**config.mk**
```make
export PLATFORM = sky130hd
export DESIGN_NAME = jtdd_slot_arb
export DESIGN_NICKNAME = d
export VERILOG_FILES = /design/src/rtl/jtdd_slot_arb.sv
export SDC_FILE = /design/constraint.sdc
export NUM_CORES = 1
export LEC_CHECK = 0
export ABC_AREA = 1
export BUFFER_PORTS_ARGS = -buffer_cell sky130_fd_sc_hd__buf_4
export CAP_MARGIN = 20
export CORE_ASPECT_RATIO = 1.1
export CORE_MARGIN = 5
export CORE_UTILIZATION = 25
export DETAILED_ROUTE_END_ITERATION = 16
export GPL_ROUTABILITY_DRIVEN = 0
export HOLD_SLACK_MARGIN = 0.05
export PLACE_DENSITY = 0.45
export SLEW_MARGIN = 20
export SYNTH_ARGS = -nofsm -noshare
export SYNTH_HDL_FRONTEND = slang
export SYNTH_SLANG_ARGS = --single-unit
```
**constraint.sdc**
```tcl
create_clock -name clk -period 9 [get_ports clk]
set_clock_uncertainty 0.15 [all_clocks]
set_input_delay 1.8 -clock clk [delete_from_list [all_inputs] [get_ports clk]]
set_output_delay 1.8 -clock clk [all_outputs]
set_load 0.02 [all_outputs]
```
**src/rtl/jtdd_slot_arb.sv**
```systemverilog
// Four-slot SDRAM read arbiter with a one-word cache per slot (char, scroll, ADPCM, MCU).
// Define JTDD_SLOT0_PRIO_EN to give slot 0 absolute priority over the round-robin slots 1-3.
module jtdd_slot_arb #(
  parameter int          SLOT0_AW     = 15,
  parameter int          SLOT1_AW     = 17,
  parameter int          SLOT2_AW     = 16,
  parameter int          SLOT3_AW     = 16,
  parameter logic [21:0] SLOT0_OFFSET = 22'h2_8000,
  parameter logic [21:0] SLOT1_OFFSET = 22'h6_0000,
  parameter logic [21:0] SLOT2_OFFSET = 22'h1_8000,
  parameter logic [21:0] SLOT3_OFFSET = 22'h2_0000,
  parameter logic [1:0]  RR_START     = 2'd0
) (
  input  logic                clk,
  input  logic                rst,
  input  logic                downloading,
  input  logic                slot0_cs,
  input  logic                slot1_cs,
  input  logic                slot2_cs,
  input  logic                slot3_cs,
  input  logic [SLOT0_AW-1:0] slot0_addr,
  input  logic [SLOT1_AW-1:0] slot1_addr,
  input  logic [SLOT2_AW-1:0] slot2_addr,
  input  logic [SLOT3_AW-1:0] slot3_addr,
  output logic [15:0]         slot0_dout,
  output logic [15:0]         slot1_dout,
  output logic [15:0]         slot2_dout,
  output logic [15:0]         slot3_dout,
  output logic                slot0_ok,
  output logic                slot1_ok,
  output logic                slot2_ok,
  output logic                slot3_ok,
  output logic                sdram_req,
  input  logic                sdram_ack,
  input  logic                data_rdy,
  input  logic [15:0]         data_read,
  output logic [21:0]         sdram_addr
);

  typedef enum logic [1:0] {IDLE, WAIT_ACK, WAIT_RDY} state_t;

  localparam logic [3:0][21:0] OFFSET = {SLOT3_OFFSET, SLOT2_OFFSET, SLOT1_OFFSET, SLOT0_OFFSET};

  state_t      state, state_nxt;
  logic [1:0]  gnt, gsel, rr;
  logic        any_pend, fill, clr;
  logic [21:0] cand;
  logic [21:0] addr_ext [4];
  logic [21:0] tag      [4];
  logic [15:0] data     [4];
  logic [3:0]  valid, cs, ok, pend, pend_rr;

  // Tags are kept 22 bits wide so every slot compares against a zero-extended address.
  always_comb begin
    addr_ext[0] = 22'(slot0_addr);
    addr_ext[1] = 22'(slot1_addr);
    addr_ext[2] = 22'(slot2_addr);
    addr_ext[3] = 22'(slot3_addr);
  end

  assign cs  = {slot3_cs, slot2_cs, slot1_cs, slot0_cs};
  assign clr = rst | downloading;

  always_comb begin
    for (int i = 0; i < 4; i++) begin
      ok[i]   = cs[i] & valid[i] & (addr_ext[i] == tag[i]);
      pend[i] = cs[i] & ~ok[i];
    end
  end

  assign {slot3_ok, slot2_ok, slot1_ok, slot0_ok} = ok;
  assign slot0_dout = data[0];
  assign slot1_dout = data[1];
  assign slot2_dout = data[2];
  assign slot3_dout = data[3];

  // First pending slot at or after rr; descending scan so the closest one is assigned last.
  always_comb begin
    logic [1:0] idx;
    // NOTE: every variable written here gets a default first, otherwise paths that skip an assignment infer a latch.
    gsel     = rr;
    any_pend = 1'b0;
    idx      = 2'd0;
    pend_rr  = pend;
`ifdef JTDD_SLOT0_PRIO_EN
    pend_rr[0] = 1'b0;
`endif
    for (int k = 3; k >= 0; k--) begin
      idx = rr + 2'(k);
      if (pend_rr[idx]) begin
        gsel     = idx;
        any_pend = 1'b1;
      end
    end
`ifdef JTDD_SLOT0_PRIO_EN
    if (pend[0]) begin
      gsel     = 2'd0;
      any_pend = 1'b1;
    end
`endif
  end

  always_comb begin
    state_nxt = state;
    case (state)
      IDLE:     if (any_pend)  state_nxt = WAIT_ACK;
      WAIT_ACK: if (sdram_ack) state_nxt = data_rdy ? IDLE : WAIT_RDY;
      WAIT_RDY: if (data_rdy)  state_nxt = IDLE;
      default:                 state_nxt = IDLE;
    endcase
  end

  // An ack and data_rdy together in WAIT_ACK complete the transfer in one step.
  assign fill = data_rdy & ((state == WAIT_RDY) | ((state == WAIT_ACK) & sdram_ack));

  // NOTE: sequential state uses non-blocking assignments so every register samples pre-edge values.
  always_ff @(posedge clk) begin
    if (clr) state <= IDLE;
    else     state <= state_nxt;
  end

  always_ff @(posedge clk) begin
    if (clr) begin
      sdram_req  <= 1'b0;
      sdram_addr <= '0;
      gnt        <= 2'd0;
      cand       <= '0;
      rr         <= RR_START;
      valid      <= '0;
      // NOTE: the cache words are reset on purpose because dout must read zero after reset.
      for (int i = 0; i < 4; i++) begin
        data[i] <= '0;
        tag[i]  <= '0;
      end
    end else begin
      if (state == IDLE && any_pend) begin
        gnt        <= gsel;
        cand       <= addr_ext[gsel];
        sdram_addr <= OFFSET[gsel] + addr_ext[gsel];
        sdram_req  <= 1'b1;
      end
      if (state == WAIT_ACK && sdram_ack) sdram_req <= 1'b0;
      if (fill) begin
        data[gnt]  <= data_read;
        tag[gnt]   <= cand;
        valid[gnt] <= 1'b1;
`ifdef JTDD_SLOT0_PRIO_EN
        if (gnt != 2'd0) rr <= gnt + 2'd1;
`else
        rr <= gnt + 2'd1;
`endif
      end
    end
  end

endmodule

```
After elaboration in Yosys (flattened, before gate mapping)
Memory sizes are Yosys's and may differ from the RTL's.
Index checks and enable logic that the tools add are counted.
{ "totals": {"mem_count": 2, "word_cells": 100, "reg_bits": 55, "ramBits": 152} }
{ "mem_list": {"columns": ["memory", "words", "width", "rd", "rd_ports_with_merged_regs", "write_ports", "line", "text"], "rows": [
  ["tag", 4, 22, 4, 0, 4, "49", "logic [21:0] tag [4];"],
  ["data", 4, 16, 4, 0, 4, "50", "logic [15:0] data [4];"]
]} }
{ "op_classes": {"reduce_logical": 8, "eq_ne": 9, "n_addsub": 5, "bitwise_logic": 22, "magnitude_cmp": 8, "mux": 39} }
{ "ops": {"columns": ["op", "n"], "rows": [
  ["$bmux 22 s2", 2],
  ["$mux 22", 4],
  ["$eq 16x22->1", 2],
  ["$add 22x22->22", 1],
  ["$eq 15x22->1", 1],
  ["$eq 17x22->1", 1],
  ["$reduce_or 22->1", 1],
  ["$mux 2", 10],
  ["$lt 2x3->1 const B", 6],
  ["$mux 1", 16],
  ["$mux 16", 1],
  ["$reduce_or 16->1", 1],
  ["$and 1x1->1", 14],
  ["$bmux 1 s2", 4],
  ["$ne 2x2->1 const B", 3],
  ["$pmux 2 s3", 1],
  ["$add 2x1->2 const B", 2],
  ["$add 2x2->2 const B", 2],
  ["$not 1->1", 4],
  ["$or 4x4->4", 1],
  ["$ge 3x3->1 const B", 1],
  ["$logic_and 1x1->1", 3],
  ["$not 2->3", 1],
  ["$reduce_and 3->1", 1],
  ["other kinds (7)", 8]
]} }

Longest topological paths before layout
Gate-level depths: netlist of the first run.
An unclocked memory read counts as a cell.
{ "depth": {"depth_word": 16, "ltp_mapped": 28, "depth_no_buf": 28} }

Worst setup path before layout of the first run
No wires, ideal clock.
{ "synth_path": {"path_kind": "input to output", "start": "input slot3_addr[0]", "end": "output slot3_ok", "t_required_ns": 7.050, "slack_ns": 3.887, "path_buffers": 0, "cell_stages": 5, "t_arrival_ns": 3.163, "path_cell_list": "inv_1 nand2_1 nand2_1 or4_1 nor4b_1"} }
{ "synth_via": {"elab_chain_len": 2} }
{ "synth_lines": {"columns": ["element", "line", "text"], "rows": [
  ["from (decl)", "24", "input logic [SLOT3_AW-1:0] slot3_addr,"],
  ["$eq 16x22->1", "66", "ok[i] = cs[i] & valid[i] & (addr_ext[i] == tag[i]);"],
  ["$and 1x1->1", "66", null],
  ["to (decl)", "32", "output logic slot3_ok,"]
]} }
Every way passes these cells.

Worst setup path in the final report of the first run
{ "layout_path": {"start": "input slot0_addr[6]", "end": "output slot0_ok"} }
{ "layout_via": {"elab_chain_len": 2} }
{ "layout_lines": {"columns": ["element", "line", "text"], "rows": [
  ["from (decl)", "21", "input logic [SLOT0_AW-1:0] slot0_addr,"],
  ["$eq 15x22->1", "66", null],
  ["$and 1x1->1", "66", null],
  ["to (decl)", "29", "output logic slot0_ok,"]
]} }
Every way passes these cells.

==> results of run 1 <==
[cell usage after synthesis, types with 12 or more instances]
| cell | number | share of area (%) |
|---|---|---|
| edfxtp_1 | 132 | 48 |
| xor2_1 | 12 | 1.3 |
| dfxtp_1 | 33 | 8.0 |
| nand2_1 | 168 | 7.6 |
| nand3_1 | 62 | 3.7 |
| xnor2_1 | 16 | 1.7 |
| clkbuf_1 | 17 | 0.77 |
| nor2_1 | 258 | 12 |
| o21ai_0 | 24 | 1.4 |
| inv_1 | 118 | 5.3 |
| buf_4 | 20 | 1.8 |
| o21ai_1 | 19 | 1.1 |
[worst max-delay path by stage]
| stage | from | slack (ps) | endpoint | cells past startpoint |
|---|---|---|---|---|
| 6_report | slot0_addr[6] | 3800 | slot0_ok | 7 |
| 5_1_grt | slot1_cs | 3660 | slot1_ok | 6 |
| 4_1_cts | slot1_cs | 3740 | slot1_ok | 6 |
| 3_5_place_dp | downloading | 3590 | data[2][14] | 11 |
| 3_3_place_gp | downloading | 3670 | data[2][11] | 11 |
| 2_1_floorplan | slot3_addr[0] | 3890 | slot3_ok | 5 |
[cell families after synthesis]
| logic type | share of synthesized area, % |
|---|---|
| simple gates | 26.6 |
| buf+inv | 9.37 |
| flops | 55.8 |
| compound gates | 4.15 |
| xor+xnor | 2.96 |
| fa+ha+maj | 1.15 |
| other cells | 0.0452 |
[power groups by stage]
stage	Clock (mW)	Combinational [mW]	Sequential, mW
finish	0.765	0.281	0.877
global route	0.814	0.309	0.881
CTS	0.783	0.286	0.878
detailed placement	0	0.284	0.894
global placement	0	0.285	0.894
floorplan	0	0.140	0.910
[critical path: stages]
cell and delay, ps:
buf_4 130, nand2_1 60, nand2_1 80, nor4_1 300, nand2_1 90, nor4b_1 530
buf_4 260
[per-stage QoR]
stage / area, um^2 / instances / setup slack [ps]
after global placement: 9970 / 1538 / 3670
after floorplan: 8300 / 965 / 3890
final: 10600 / 1571 / 3800
after detailed placement: 9970 / 1538 / 3590
after CTS: 10600 / 1570 / 3740
after global routing: 10600 / 1571 / 3660
[final cells by class]
cell class | instances | area share (%)
diodes | 1 | 0.0236
clock buffers | 17 | 4.01
clock inverters | 15 | 1.95
inverters | 132 | 4.72
multi-input cells | 623 | 27.4
flip-flops and latches | 165 | 43.6
well taps | 432 | 5.10
repair buffers | 186 | 13.2
[routing by layer]
layer / track usage (%) / up-vias
met5: 0 / -
met4: 3.03 / 2
met3: 6.76 / 19
met2: 26.7 / 213
met1: 17.7 / 3200
li1: - / 3393
[sequential cells by signal, indices dropped and copies added, names as in the netlist]
name / count
sdram_addr: 5
valid: 4
sdram_req: 1
tag: 68
state: 2
gnt: 2
rr: 2
data: 64
cand: 17
==> metrics.txt, run 1 <==
Mapped Area=between 8000 and 9000 um^2; Worst-Margin Slew=around 800 ps; setup TNS=0 ps; worst-path fanout max=3; final slew viol count=0; Skew-Pair Late Insertion Delay=between 400 and 500 ps; Hold Slack=343 ps; Final period util=about 58%; vias=roughly 6.8k; hold crit path type=flop to flop; # clock sinks=around 170; Total Routed Length=roughly 29000 um; gr usage total=between 15 and 20%; drt drc=0; sequential share of the synthesized area=between 50% and 60%; Worst slew margin=45.1%; WHS Endpoint=sdram_addr[15]; TritonCTS clock tree=done; Post-synth ARST share=0%; Clock Power Share=roughly two fifths; root buffer cell=clkbuf_16; DIE AREA=~37000 um^2; status=finished, final reports clean; total CTS buffers=17; fillers=between 3k and 4k; maxcap violations=0; # IOs=180; pin count of the biggest net entering global routing=45; CORE AREA=about 33000 um^2; Main synth FF type=edfxtp_1; initial antenna violation count=2; wire length on met3=~2700 um; post_cts resized=0; DIE HEIGHT=201 um; Final setup viols=0; peak supply drop=around 0.14 mV; final global-route overflow total=0; critical path class=primary input to output pin; Power per Cell Area=approximately 180 nW/um^2; vias in the first global route=a little under 7k; Metal-1 WL=about 12000 um; r2r endpoint=sdram_addr[17]; Tmin final=5200 ps; Die Wd=~180 um; CTS Buffer Depth=2; area delta synth->final=27.8%; Max Clk Rate=slightly below 200 MHz; H-tree levels=4; fraction of layout cells with a size suffix above 1=between 20% and 30%; cell count after synthesis=about 960; Critical Path Source Type=primary input; Switching Share=a little under a third; leading cell types in the layout, fill and taps excluded=nor2_1, buf_4, nand2_1; area of the multi-input gates=around 2900 um^2; signal arrival time at the worst endpoint=between 3000 and 4000 ps; CP endpoint kind=output pin; hold-critical path depth=2; synthesized area per cell=between 8 and 9 um^2; row count=70; Via density=around 4.3; internal power=roughly 1.3 mW; Post-CTS Setup Inserts=0; Netlist cell types=40; final net count=roughly 1.2k; Post-synth EDFFs=between 100 and 150; final-report hold violation count=0; Reg area=roughly 4600 um^2; unrepaired setup endpoints after global routing=false; TritonRoute pass-1 iters=5; YS warnings=0; r2r startpoint=tag[1][6]; first-pass GRT wire length=about 42000 um; commonest non-fill, non-tap cell in the layout=nor2_1; met2 WL=between 10000 and 15000 um; Post-CTS Hold Buffers=0; PortBufs=about 180; total power=about 1.9 mW; WL/cell=18.5 um; Worst R2R Setup Slack=approximately 5200 ps; highest metal used=met5; final core occ=between 30% and 40%; Seq pwr share=between 40 and 50%; R2R depth=23; Sw Pwr=between 0.5 and 0.6 mW; Final ANT Viol Nets=0; flops & latches, synth=between 150 and 200; Initial DRC Count=440; Initial Util=between 20% and 30%; Comb power frac=between 10% and 20%; Post-DP HPWL=approximately 22000 um; Req. time, crit path=between 7000 and 8000 ps; hold wc startpoint=sdram_addr[15]; clk slew on worst S/H paths=~80 ps; Leak Pwr=~4.8 nW
Note: power is estimated with default switching activity, not from simulation.
==> run 2, diff against run 1 <==
clock period = 5.4 ns   (was 9 ns; I/O delays follow)
==> metrics.txt, run 2 (synthesized netlist as in run 1, its figures left out) <==
status=finished, final reports clean (unchanged); TritonCTS clock tree=done (unchanged); row count=70 (unchanged); Via density=4.36 (was 4.35); leading cell types in the layout, fill and taps excluded=nor2_1, buf_4, nand2_1 (unchanged); CP cell instances=buf_4 -> xnor2_1 -> nand3_1 -> nor2_1 -> nand3_1 -> nand3_1 -> nand2_1 -> nand2_1 -> nand2_2 -> o21ai_4 -> nand3_4 -> nand2_4 -> nand2_1 -> inv_1 -> nand2_1 -> nand2_1 -> ha_1 -> inv_1 -> fa_1 -> inv_1 -> nand3_1 -> nand3_1 -> nand2_1 -> inv_1 (was buf_4 -> nand2_1 -> nand2_1 -> nor4_1 -> nand2_1 -> nor4b_1 -> buf_4); CORE AREA=33000 um^2 (unchanged); # clock sinks=165 (unchanged); final global-route overflow total=0 (unchanged); final net count=1222 (was 1221); drt drc=0 (unchanged); final slew viol count=0 (unchanged); gr usage total=15.9% (was 15.4%); vias in the first global route=7077 (was 6861); Worst R2R Setup Slack=1640 ps (was 5230 ps); signal arrival time at the worst endpoint=4340 ps (was 3250 ps); WL/cell=18.7 um (was 18.5 um); Initial DRC Count=352 (was 440); Critical Path Source Type=primary input (unchanged); clk slew on worst S/H paths=70 ps (was 80 ps); Power per Cell Area=307 nW/um^2 (was 181 nW/um^2); Top reg by flops=tag (unchanged); maxcap violations=0 (unchanged); Die Wd=184 um (unchanged); Leak Pwr=4.77 nW (was 4.76 nW); Final setup viols=0 (unchanged); # IOs=180 (unchanged); post_cts resized=0 (unchanged); Worst slew margin=42.8% (was 45.1%); max reg flops=68 (unchanged); peak supply drop=0.170 mV (was 0.136 mV); Final period util=roughly three quarters; Post-DP HPWL=22300 um (about the same); DIE AREA=36900 um^2 (unchanged); CP endpoint kind=flop (was output pin); Total Routed Length=29400 um (was 29000 um); root buffer cell=clkbuf_16 (unchanged); Initial Util=25.1% (unchanged); Post-CTS Hold Buffers=0 (unchanged); DIE HEIGHT=201 um (unchanged); pin count of the biggest net entering global routing=45 (unchanged); Tmin final=approximately 4100 ps; fillers=3507 (was 3529); Worst-Margin Slew=857 ps (was 823 ps); fraction of layout cells with a size suffix above 1=21.4% (about the same); Post-CTS Setup Inserts=0 (unchanged); CP most frequent cell=nand2_1 (unchanged); vias=6845 (was 6827); Ant. Diodes=0 (was 1); unrepaired setup endpoints after global routing=false (unchanged); CTS Buffer Depth=2 (unchanged); crit-path max cell delay=400 ps (was 530 ps); first-pass GRT wire length=43800 um (was 42400 um); biggest regs=tag x68, data x64, cand x17 (unchanged); Final ANT Viol Nets=0 (unchanged); Req. time, crit path=5630 ps (was 7050 ps); Skew-Pair Late Insertion Delay=440 ps (was 430 ps); PortBufs=177 (unchanged); area delta synth->final=27.9% (was 27.8%); hold crit path type=flop to flop (unchanged); critical path class=primary input to flop (was primary input to output pin); crit path max-delay cell type=nand2_4 (was nor4b_1); setup TNS=0 ps (unchanged); Buf/Inv on CP=5 (was 2); total CTS buffers=17 (unchanged); commonest non-fill, non-tap cell in the layout=nor2_1 (unchanged); Hold Slack=316 ps (was 343 ps); Crit path max-delay family=simple AND/OR/NAND/NOR gates (unchanged); worst-path fanout max=35 (was 3); final-report hold violation count=0 (unchanged); Max Clk Rate=243 MHz; initial antenna violation count=1 (was 2); TritonRoute pass-1 iters=5 (unchanged); H-tree levels=4 (unchanged)
-- run 2: worst reg2reg max path, delay by kind of cell (launching register included) --
kind,cells,cell delay (ps)
buffers and inverters,4,330
adders and majority gates,2,520
xor gates and xnor gates,1,400
and+or+nand+nor,15,1760
DFF,1,380
AOI/OAI and AO/OA,1,160
-- run 2: path summary, 6_finish.rpt --
check | startpoint | to | cells past startpoint
setup / recovery | slot3_addr[15] | sdram_addr[17] | 24
hold / removal | sdram_addr[19] | sdram_addr[19] | 2
setup reg to reg | tag[3][13] | sdram_addr[17] | 23
hold reg to reg | sdram_addr[19] | sdram_addr[19] | 2
-- run 2: layout make-up --
class	instances	area (um^2)	share of cell area [%]
clock inverter	15	193	1.82
clock buffer	17	425	4.01
tap	432	541	5.10
multi-input combinational	623	2900	27.4
timing repair buffer	187	1420	13.4
inverter	132	500	4.72
sequential	165	4620	43.6
-- run 2: metrics by stage --
stage,instances,setup slack (ps),area [um^2],total power [mW],util (%)
after floorplan,965,1660,8300,1.75,-
after global placement,1539,971,9990,1.97,30.2
after detailed placement,1539,910,9990,1.97,30.2
after CTS,1571,1370,10600,3.30,32.1
after global routing,1571,958,10600,3.40,32.1
final,1571,1290,10600,3.26,32.1
-- run 2: power breakdown --
part	total [mW]	switching [mW]	internal [mW]	leakage [nW]
registers	1.46	0.0319	1.43	1.74
clock network	1.32	0.581	0.744	0.299
logic	0.470	0.306	0.164	2.73
total	3.26	0.919	2.34	4.77
-- run 2: metal layers --
| metal | vias to the layer above | part of all wire (%) | track usage (%) |
|---|---|---|---|
| li1 | 3383 | - | - |
| met1 | 3196 | 40 | 18.9 |
| met2 | 230 | 48 | 26.7 |
| met3 | 34 | 8.8 | 6.02 |
| met4 | 2 | 2.2 | 4.66 |
| met5 | - | 0.068 | 0 |
==> run 3, diff against run 2 <==
ABC_AREA = 0   (was 1)
clock period = 4.1 ns   (was 5.4 ns; I/O delays follow)
==> metrics.txt, run 3 <==
Post-CTS Setup Inserts=0 (unchanged); Mapped Area=7640 um^2 (was 8290 um^2); Clock Power Share=42.6% (was 40.7%); final-report hold violation count=0 (unchanged); Worst slew margin=59.8% (was 42.8%); initial antenna violation count=1 (unchanged); Buf/Inv on CP=4 (was 5); total power=4.19 mW (was 3.26 mW); Skew-Pair Late Insertion Delay=430 ps (was 440 ps); status=finished, final reports clean (unchanged); maxcap violations=0 (unchanged); CP endpoint kind=flop (unchanged); area delta synth->final=36.2% (was 27.9%); Total Routed Length=24900 um (was 29400 um); CP cell instances=buf_4 -> xnor2_1 -> nand4_1 -> or4_4 -> o31a_1 -> nor3_2 -> o31a_1 -> buf_4 -> buf_4 -> and3_1 -> inv_1 -> fa_1 -> or3_1 -> a31oi_1 (was buf_4 -> xnor2_1 -> nand3_1 -> nor2_1 -> nand3_1 -> nand3_1 -> nand2_1 -> nand2_1 -> nand2_2 -> o21ai_4 -> nand3_4 -> nand2_4 -> nand2_1 -> inv_1 -> nand2_1 -> nand2_1 -> ha_1 -> inv_1 -> fa_1 -> inv_1 -> nand3_1 -> nand3_1 -> nand2_1 -> inv_1); WL/cell=20.2 um (was 18.7 um); Switching Share=25.0% (was 28.2%); Worst-Margin Slew=602 ps (was 857 ps); H-tree levels=4 (unchanged); Final period util=between 90 and 100%; Req. time, crit path=4300 ps (was 5630 ps); CP most frequent cell=buf_4 (was nand2_1); Initial Util=25.2% (was 25.1%); final net count=902 (was 1222); Tmin final=between 3000 and 4000 ps; TritonCTS clock tree=done (unchanged); pin count of the biggest net entering global routing=44 (was 45); signal arrival time at the worst endpoint=4170 ps (was 4340 ps); Initial DRC Count=216 (was 352); TritonRoute pass-1 iters=4 (was 5); Via density=4.29 (was 4.36); Max Clk Rate=approximately 250 MHz; CTS Buffer Depth=2 (unchanged); final global-route overflow total=0 (unchanged); row count=67 (was 70); final slew viol count=0 (unchanged); synth top area cells=edfxtp_1, dfxtp_1, and2_1 (was edfxtp_1, nor2_1, dfxtp_1); drt drc=0 (unchanged); internal power=3.15 mW (was 2.34 mW); Final ANT Viol Nets=0 (unchanged); Seq pwr share=45.7% (was 44.9%); fraction of layout cells with a size suffix above 1=33.9% (was 21.4%); post_cts resized=0 (unchanged); biggest regs=tag x68, data x64, cand x17 (unchanged); Crit path max-delay family=simple AND/OR/NAND/NOR gates (unchanged); sequential share of the synthesized area=60.5% (was 55.8%); Synth top area share=51.9% (was 47.8%); Synth area leader=edfxtp_1 (unchanged); DIE AREA=34200 um^2 (was 36900 um^2); Ant. Diodes=0 (unchanged); pre-CTS setup slack=-381 ps (was 910 ps); vias in the first global route=5731 (was 7077); total CTS buffers=17 (unchanged); Post-synth EDFFs=132 (unchanged); clk slew on worst S/H paths=60 ps (was 70 ps); critical path class=primary input to flop (unchanged); Sw Pwr=1.05 mW (was 0.919 mW); DIE HEIGHT=193 um (was 201 um); Power per Cell Area=403 nW/um^2 (was 307 nW/um^2); top-count cell post-synth=edfxtp_1 (was nor2_1); root buffer cell=clkbuf_16 (unchanged); Commonest cells post-synth=edfxtp_1, and2_1, and3_1, xor2_1 (was nor2_1, nand2_1, edfxtp_1, inv_1, nand3_1); # IOs=180 (unchanged); Leak Pwr=4.55 nW (was 4.77 nW); max reg flops=68 (unchanged); hold crit path type=flop to flop (unchanged); Hold Slack=313 ps (was 316 ps); worst-path fanout max=5 (was 35); first-pass GRT wire length=36800 um (was 43800 um); crit-path max cell delay=590 ps (was 400 ps); Top reg by flops=tag (unchanged); Post-CTS Hold Buffers=0 (unchanged); Main synth FF type=edfxtp_1 (unchanged); setup TNS=0 ps (unchanged); Post-DP HPWL=18400 um (was 22300 um); Final setup viols=0 (unchanged); commonest non-fill, non-tap cell in the layout=buf_4 (was nor2_1); vias=5284 (was 6845); Netlist cell types=53 (was 40); flops & latches, synth=165 (unchanged); gr usage total=14.5% (was 15.9%); cell count after synthesis=607 (was 964); final core occ=34.3% (was 32.1%); # clock sinks=165 (unchanged); CORE AREA=30300 um^2 (was 33000 um^2); peak supply drop=0.253 mV (was 0.170 mV); leading cell types in the layout, fill and taps excluded=buf_4, edfxtp_1, and2_1 (was nor2_1, buf_4, nand2_1); crit path max-delay cell type=or4_4 (was nand2_4); synthesized area per cell=12.6 um^2 (was 8.60 um^2); Comb power frac=11.6% (was 14.4%); setup ws final=133 ps (was 1290 ps); YS warnings=0 (unchanged); PortBufs=177 (unchanged); Worst R2R Setup Slack=200 ps (was 1640 ps); Die Wd=177 um (was 184 um); Critical Path Source Type=primary input (unchanged); Post-synth ARST share=0% (unchanged)
run 3: cell types whose count changed in the layout (fill, tap and decap cells not counted), moves of 15 or more:
cell	previous run	this run
o221ai_1	0	15
and2_1	0	102
xor2_1	12	35
o21ai_0	24	3
nor2_1	256	16
and3_1	0	34
nand3_1	62	4
mux2i_1	0	33
nand2_1	168	27
inv_1	118	10
buf_4	186	219
o21ai_1	19	2
run 3: power groups by stage:
| stage | sequential (mW) | combinational (mW) | clock [mW] |
|---|---|---|---|
| after floorplan | 1.98 | 0.190 | 0 |
| after global placement | 1.95 | 0.498 | 0 |
| after detailed placement | 1.95 | 0.497 | 0 |
| after CTS | 1.92 | 0.498 | 1.84 |
| after global routing | 1.93 | 0.525 | 1.91 |
| final | 1.92 | 0.488 | 1.79 |
run 3: cell type report:
class                           instances  area (um^2)
Fill cell                            3080        19900
Clock buffer                           18          439
Multi-Input combinational cell        386         2810
Tap cell                              414          518
Timing Repair Buffer                  225         1760
Inverter                               11         41.3
Clock inverter                         14          208
Sequential cell                       165         4620
run 3: metal layers:
metal	routed length [um]	vias to the layer above	track usage (%)
met5	20	-	0
met4	456	2	4.21
met3	1940	28	5.91
met2	11700	151	23.5
met1	10700	2540	17.8
li1	-	2563	-
run 3: final timing paths:
kind | startpoint | to | cells past startpoint
max reg2reg | tag[3][8] | sdram_addr[17] | 13
min reg2reg | sdram_addr[19] | sdram_addr[19] | 2
max | slot3_addr[11] | sdram_addr[17] | 14
min | sdram_addr[19] | sdram_addr[19] | 2
run 3: through the flow:
step / area, um^2 / std cells
6_report: 10400 / 1233
5_1_grt: 10400 / 1233
4_1_cts: 10400 / 1233
3_5_place_dp: 9720 / 1201
3_3_place_gp: 9720 / 1201
2_1_floorplan: 7660 / 608
run 3: logic make-up (layout without fill, tap and decap cells):
family / Yosys count / after routing / share of synthesized area (%)
buffers and inverters: 57 / 268 / 3.85
AOI/OAI and AO/OA: 54 / 54 / 5.68
and+or+nand+nor: 225 / 225 / 16.9
muxes: 34 / 34 / 4.47
other: 1 / 2 / 0.0491
xor gates and xnor gates: 64 / 64 / 7.33
adders and majority gates: 7 / 7 / 1.24
DFF: 165 / 165 / 60.5
run 3: worst register-to-register path: cells and delay by family (launching register included):
kind	cells	cell delay (ps)
and+or+nand+nor	5	1570
buffers and inverters	3	340
DFF	1	400
adders and majority gates	1	430
xor gates and xnor gates	1	230
AOI/OAI and AO/OA	3	700
